<file path="src/rtl/bloco_controle_if.sv">
// Control bundle between bloco_controle (master) and the polynomial datapath (slave).
// Carries the start request, every datapath control line and the status outputs.
interface bloco_controle_if;
    logic       start;
    logic       LX;
    logic       LH;
    logic       LS;
    logic [1:0] M0;
    logic [1:0] M1;
    logic [1:0] M2;
    logic       H;
    logic       busy;
    logic       done;
    logic [7:0] ops_count;

    modport master (
        input  start,
        output LX, LH, LS, M0, M1, M2, H, busy, done, ops_count
    );

    modport slave (
        output start,
        input  LX, LH, LS, M0, M1, M2, H, busy, done, ops_count
    );
endinterface

</file>
<file path="src/rtl/bloco_controle.sv">
// Moore FSM sequencing the datapath through resultado = (A*K + B)*K + C.
// Optional BLOCO_CONTROLE_DONE_HOLD_EN: DONE is held until the next start request.
module bloco_controle (
    input  logic               clk,
    input  logic               rst,
    bloco_controle_if.master   ctl,
    output logic [2:0]         state_o
);
    localparam logic [2:0] S_IDLE  = 3'd0;
    localparam logic [2:0] S_LOAD  = 3'd1;
    localparam logic [2:0] S_MUL_A = 3'd2;
    localparam logic [2:0] S_ADD_B = 3'd3;
    localparam logic [2:0] S_MUL_X = 3'd4;
    localparam logic [2:0] S_ADD_C = 3'd5;
    localparam logic [2:0] S_DONE  = 3'd6;

    logic [2:0] state_q, state_d;
    logic [7:0] ops_q, ops_d;

    // start is only looked at in IDLE (and in DONE when the hold option is built in).
    always_comb begin
        state_d = state_q;
        case (state_q)
            S_IDLE:  if (ctl.start) state_d = S_LOAD;
            S_LOAD:  state_d = S_MUL_A;
            S_MUL_A: state_d = S_ADD_B;
            S_ADD_B: state_d = S_MUL_X;
            S_MUL_X: state_d = S_ADD_C;
            S_ADD_C: state_d = S_DONE;
`ifdef BLOCO_CONTROLE_DONE_HOLD_EN
            S_DONE:  if (ctl.start) state_d = S_LOAD;
`else
            S_DONE:  state_d = S_IDLE;
`endif
            default: state_d = S_IDLE;
        endcase
    end

    // Only the ADD_C -> DONE edge counts, so a held DONE is counted once.
    always_comb begin
        ops_d = ops_q;
        if (state_q == S_ADD_C) ops_d = ops_q + 8'd1;
    end

    always_ff @(posedge clk or posedge rst) begin
        if (rst) begin
            state_q <= S_IDLE;
            ops_q   <= 8'd0;
        end else begin
            state_q <= state_d;
            ops_q   <= ops_d;
        end
    end

    always_comb begin
        ctl.LX   = 1'b0;
        ctl.LH   = 1'b0;
        ctl.LS   = 1'b0;
        ctl.M0   = 2'b00;
        ctl.M1   = 2'b00;
        ctl.M2   = 2'b00;
        ctl.H    = 1'b0;
        ctl.busy = 1'b0;
        ctl.done = 1'b0;
        case (state_q)
            S_LOAD: begin
                ctl.LX   = 1'b1;
                ctl.busy = 1'b1;
            end
            S_MUL_A: begin
                ctl.M0   = 2'b01;
                ctl.M2   = 2'b01;
                ctl.M1   = 2'b01;
                ctl.H    = 1'b1;
                ctl.LH   = 1'b1;
                ctl.busy = 1'b1;
            end
            S_ADD_B: begin
                ctl.M0   = 2'b10;
                ctl.M2   = 2'b11;
                ctl.LH   = 1'b1;
                ctl.busy = 1'b1;
            end
            S_MUL_X: begin
                ctl.M2   = 2'b11;
                ctl.M1   = 2'b01;
                ctl.H    = 1'b1;
                ctl.LH   = 1'b1;
                ctl.busy = 1'b1;
            end
            S_ADD_C: begin
                ctl.M0   = 2'b11;
                ctl.M2   = 2'b11;
                ctl.LS   = 1'b1;
                ctl.busy = 1'b1;
            end
            S_DONE:  ctl.done = 1'b1;
            default: ;
        endcase
    end

    assign ctl.ops_count = ops_q;
    assign state_o       = state_q;
endmodule

</file>
<file path="src/flat_wrapper.sv">
// flat-port wrapper written by rule: the top's interface ports become plain ports
module bloco_controle_flat 
  (clk, rst, state_o, ctl_start, ctl_LX, ctl_LH, ctl_LS, ctl_M0, ctl_M1, ctl_M2, ctl_H, ctl_busy, ctl_done, ctl_ops_count);
  bloco_controle_if ctl_i ();
  input  logic clk;
  input  logic rst;
  output logic [2:0] state_o;
  input wire logic [$bits(ctl_i.start)-1:0] ctl_start;
  output wire logic [$bits(ctl_i.LX)-1:0] ctl_LX;
  output wire logic [$bits(ctl_i.LH)-1:0] ctl_LH;
  output wire logic [$bits(ctl_i.LS)-1:0] ctl_LS;
  output wire logic [$bits(ctl_i.M0)-1:0] ctl_M0;
  output wire logic [$bits(ctl_i.M1)-1:0] ctl_M1;
  output wire logic [$bits(ctl_i.M2)-1:0] ctl_M2;
  output wire logic [$bits(ctl_i.H)-1:0] ctl_H;
  output wire logic [$bits(ctl_i.busy)-1:0] ctl_busy;
  output wire logic [$bits(ctl_i.done)-1:0] ctl_done;
  output wire logic [$bits(ctl_i.ops_count)-1:0] ctl_ops_count;
  assign ctl_i.start = ctl_start;
  assign ctl_LX = ctl_i.LX;
  assign ctl_LH = ctl_i.LH;
  assign ctl_LS = ctl_i.LS;
  assign ctl_M0 = ctl_i.M0;
  assign ctl_M1 = ctl_i.M1;
  assign ctl_M2 = ctl_i.M2;
  assign ctl_H = ctl_i.H;
  assign ctl_busy = ctl_i.busy;
  assign ctl_done = ctl_i.done;
  assign ctl_ops_count = ctl_i.ops_count;
  bloco_controle u_core (.clk(clk), .rst(rst), .ctl(ctl_i), .state_o(state_o));
endmodule
</file>
<file path="config.mk">
export PLATFORM = sky130hd
export DESIGN_NAME = bloco_controle_flat
export DESIGN_NICKNAME = d
export VERILOG_FILES = /design/src/rtl/bloco_controle_if.sv /design/src/rtl/bloco_controle.sv /design/src/flat_wrapper.sv
export SDC_FILE = /design/constraint.sdc
export NUM_CORES = 1
export LEC_CHECK = 0
export ABC_CLOCK_PERIOD_IN_PS = 1500
export CORE_MARGIN = 2
export CORE_UTILIZATION = 40
export DETAILED_ROUTE_END_ITERATION = 16
export MAX_ROUTING_LAYER = met4
export PLACE_DENSITY = 0.81
export SLEW_MARGIN = 20
export SYNTH_ARGS = -nofsm -noshare
export SYNTH_HDL_FRONTEND = slang
export SYNTH_SLANG_ARGS = --single-unit
</file>
<file path="constraint.sdc">
create_clock -name clk -period 1.5 [get_ports clk]
set_clock_uncertainty 0.1 [all_clocks]
set_input_delay 0.3 -clock clk [delete_from_list [all_inputs] [get_ports clk]]
set_output_delay 0.3 -clock clk [all_outputs]
set_load 0.05 [all_outputs]
</file>
==> results of run 1 <==
-- cells in the mapped netlist --
| library cell | count | area, um2 |
|---|---|---|
| buf_4 | 3 | 22.5 |
| dfrtp_1 | 11 | 275 |
| ha_1 | 1 | 12.5 |
| nand3_1 | 1 | 5.00 |
| nand4_1 | 3 | 18.8 |
| nand2b_1 | 3 | 18.8 |
| conb_1 | 1 | 3.75 |
| buf_2 | 1 | 5.00 |
| a211oi_1 | 1 | 7.51 |
| nand4b_1 | 1 | 8.76 |
| a21oi_1 | 3 | 15.0 |
| and3_1 | 1 | 6.26 |
| nor2_1 | 2 | 7.51 |
| nand2_1 | 5 | 18.8 |
| inv_1 | 4 | 15.0 |
| xnor2_1 | 5 | 43.8 |
| xor2_1 | 2 | 17.5 |
| o21ai_0 | 5 | 25.0 |
| nand3b_4 | 1 | 20.0 |
| buf_6 | 1 | 11.3 |
| nor3_1 | 3 | 15.0 |
| nor4_4 | 1 | 21.3 |
-- stage by stage --
step	cell area, um2	hold slack [ns]	setup WS (ns)	setup TNS (ns)
floorplan	683	0.0522	-0.375	-2.22
global placement	1120	0.417	0.0591	0
detailed placement	1120	0.452	0.00780	0
CTS	1250	0.218	-0.273	-2.59
-- timing repair --
action                     4_1_cts
pin swaps                        4
setup buffers                   10
gates resized for setup          7
hold buffers                     0
setup endpoints to repair       12
-- cells by family after synthesis --
logic type / Yosys count / synth area share, %
other: 1 / 0.631
and+or+nand+nor: 21 / 23.6
DFF: 11 / 46.3
adders and majority gates: 1 / 2.10
xor gates and xnor gates: 7 / 10.3
AOI/OAI and AO/OA: 9 / 8.00
buffers and inverters: 9 / 9.05
==> impl_metrics.ini, run 1 <==
[yosys]
synthCells = 59
yosys_warnings = 0
avgSynthCellArea_um2 = 10.1
postSynthRegisterBits = 11
synth_area_um2 = 594
synth-seq-area-share_pct = 46.3
syn_nets = 63
yosysUniqueCellTypes = 22

[clock_network]
numCtsBuffers = 3
cts-root-buf = clkbuf_4
clk_path_buf_depth = 2
cts.sinks = 11
cts_max_level = 1

[die]
die_h_um = 42.5
pin_count = 26
initial_core_util_pct = 44.0
placementRows = 13
die_x_um = 42.5

[run_status]
stop_error = [ERROR DPL-0038] Utilization greater than 100%, impossible to legalize
status = did not finish
failing_step = global routing (5_1_grt)

[place]
place_inst = 96
gp_congestion = 0.686
hpwl_mm = 1.30
portBuffers = 24

[timing]
crit_endpoint = ctl_M1[0]
worst_endpoint_kind = output port

[global_route]
grt_max_degree = 12
==> run 2: changes to the inputs <==
- CORE_AREA: not set -> 2 2 63 65
- CORE_MARGIN: 2 -> not set
- CORE_UTILIZATION: 40 -> not set
- DIE_AREA: not set -> 0 0 65 67
- MAX_ROUTING_LAYER: met4 -> not set
- PLACE_DENSITY: 0.81 -> not set
- PLACE_DENSITY_LB_ADDON: not set -> 0.15
==> run 2 against run 1 <==
Against the previous run: the flow now finishes, with violations (negative setup slack); synthesized area unchanged; synthesized cell count unchanged.
==> impl_metrics.ini, run 2 <==
[yosys]
avgSynthCellArea_um2 = 10.1
ys_top_cells_by_count = dfrtp_1, nand2_1, o21ai_0, xnor2_1, inv_1
synth-seq-area-share_pct = 46.3
synthCells = 59
synth.area.top_cells = dfrtp_1, xnor2_1, o21ai_0, buf_4, nor4_4
synth_edf_count = 0
synthFlopType = dfrtp_1
synth_area_um2 = 594
yosys_warnings = 0
yosys.area.top_type = dfrtp_1
synth.top_cell.area_share_pct = 46.3
yosysMostFrequentCell = dfrtp_1
async_flop_share_pct = 100
syn_nets = 63
yosysUniqueCellTypes = 22
postSynthRegisterBits = 11

[routing]
wl_per_cell_um = 11.5
first_pass_iters = 2
route.detailed.drc = 0
via_per_inst = 3.79
drt_iter0_drc = 6
vias = 564
wl_mm = 1.72
ant_nets = 0

[timing]
report.final.slew_viol_count = 0
grt_setup_unrepaired = true
fmax_mhz = 587
min_period_ns = 1.70
setup_viol_count_final = 13
fin_ws_ns = -0.203
finalCritPeriodShare_pct = 114
hold_viol_final = 0

[place]
portBuffers = 24
hpwl_mm = 1.17
gp_congestion = 0.659
place_inst = 133

[setup_path]
critPathCaptureType = output port
required_ns = 1.10
cp_max_fo = 7
path_class = reg -> out
cp.arrival_ns = 1.30
worstRegToRegCells = 7
crit_path_start_kind = register

[global_route]
grt_overflow = 0
grt_usage_pct = 8.66
antenna_found_initial = 0
grt_max_degree = 12
grt_first_pass_wirelength_mm = 2.74
grt_pass1_vias = 574

[clock_network]
cts_max_level = 1
cts_tree = done
clk_path_buf_depth = 2
cts.sinks = 11
holdBufCountCts = 0
clkTransAtPathRegs_ns = 0.05
cts-root-buf = clkbuf_8
numCtsBuffers = 3
clk_latency_ns = 0.24

[die]
die_h_um = 67
pin_count = 26
core_area_um2 = 3610
initial_core_util_pct = 16.5
placementRows = 22
dieArea_um2 = 4360
die_x_um = 65

[final_layout]
drive_above_1_share_pct = 64.4
fillers = 336
layout.nets = 106
largest_reg_flops = 8
syn_to_final_growth_pct = 133
final_cell_mix = buf_12, buf_4, dfrtp_1, xnor2_1, nand2_1
layout_commonest_cell = buf_12
finalNonFillerCells = 149
diodes = 0

[run]
drv_cap = 0

[run_status]
status = finished with violations
violations = negative setup slack

[worst_hold_path]
hold_class = in -> async
run 2: cells by family after synthesis:
kind of cell / synth area share [%]
buf+inv: 9.05
fa+ha+maj: 2.10
xor+xnor: 10.3
compound gates: 8.00
flops: 46.3
other cells: 0.631
simple gates: 23.6
run 2: final timing paths:
check,from,endpoint,slack (ns)
min,rst,u_core.state_o[0],0.28
min reg2reg,u_core.ctl.ops_count[7],u_core.ctl.ops_count[7],0.42
max,u_core.state_o[1],ctl_H,-0.20
max reg2reg,u_core.state_o[2],u_core.ctl.ops_count[4],0
min in group clk,u_core.ctl.ops_count[7],u_core.ctl.ops_count[7],0.42
max in group asynchronous,rst,u_core.state_o[1],0.68
run 2: metrics by stage:
stage	setup slack [ns]	hold WS (ns)	area [um2]	setup TNS, ns	utilization [%]
floorplan	-0.375	0.0522	683	-2.22	-
global placement	0.0322	0.415	1190	0	33.1
detailed placement	0.0281	0.417	1190	0	33.1
CTS	-0.221	0.297	1300	-1.77	36.0
global route	-0.249	0.331	1390	-2.48	38.5
finish	-0.203	0.281	1390	-1.76	38.5
run 2: area by class of cell:
type,instances,area (um2),share of cell area (%)
repair buffers,43,611,44.0
multi-input cells,39,374,27.0
flip-flops and latches,11,279,20.1
well taps,48,60.1,4.33
clock buffers,4,45.0,3.25
inverters,4,18.8,1.35
run 2: worst max-delay path, cell delays in order, from the launching register on:
cell and delay [ns]:
dfrtp_2 0.46, nand2b_4 0.21, a21oi_4 0.23, buf_12 0.16
run 2: layer usage:
layer | global-route usage, % | share of wire, % | vias up
li1 | - | - | 280
met1 | 9.80 | 42 | 261
met2 | 13.1 | 48 | 19
met3 | 4.39 | 8.0 | 4
met4 | 4.79 | 2.1 | 0
met5 | 0 | 0 | -
run 2: what timing repair did:
| action | CTS | global route |
|---|---|---|
| gates resized for setup | 3 | 7 |
| hold endpoints to repair | 0 | 0 |
| setup endpoints to repair | 11 | 12 |
| buffers inserted | 6 | 6 |
| pin swaps | 2 | 5 |
Power of run 2 is not shown: default switching activity piles up to over one toggle a cycle in this logic, so the estimate is an artifact.
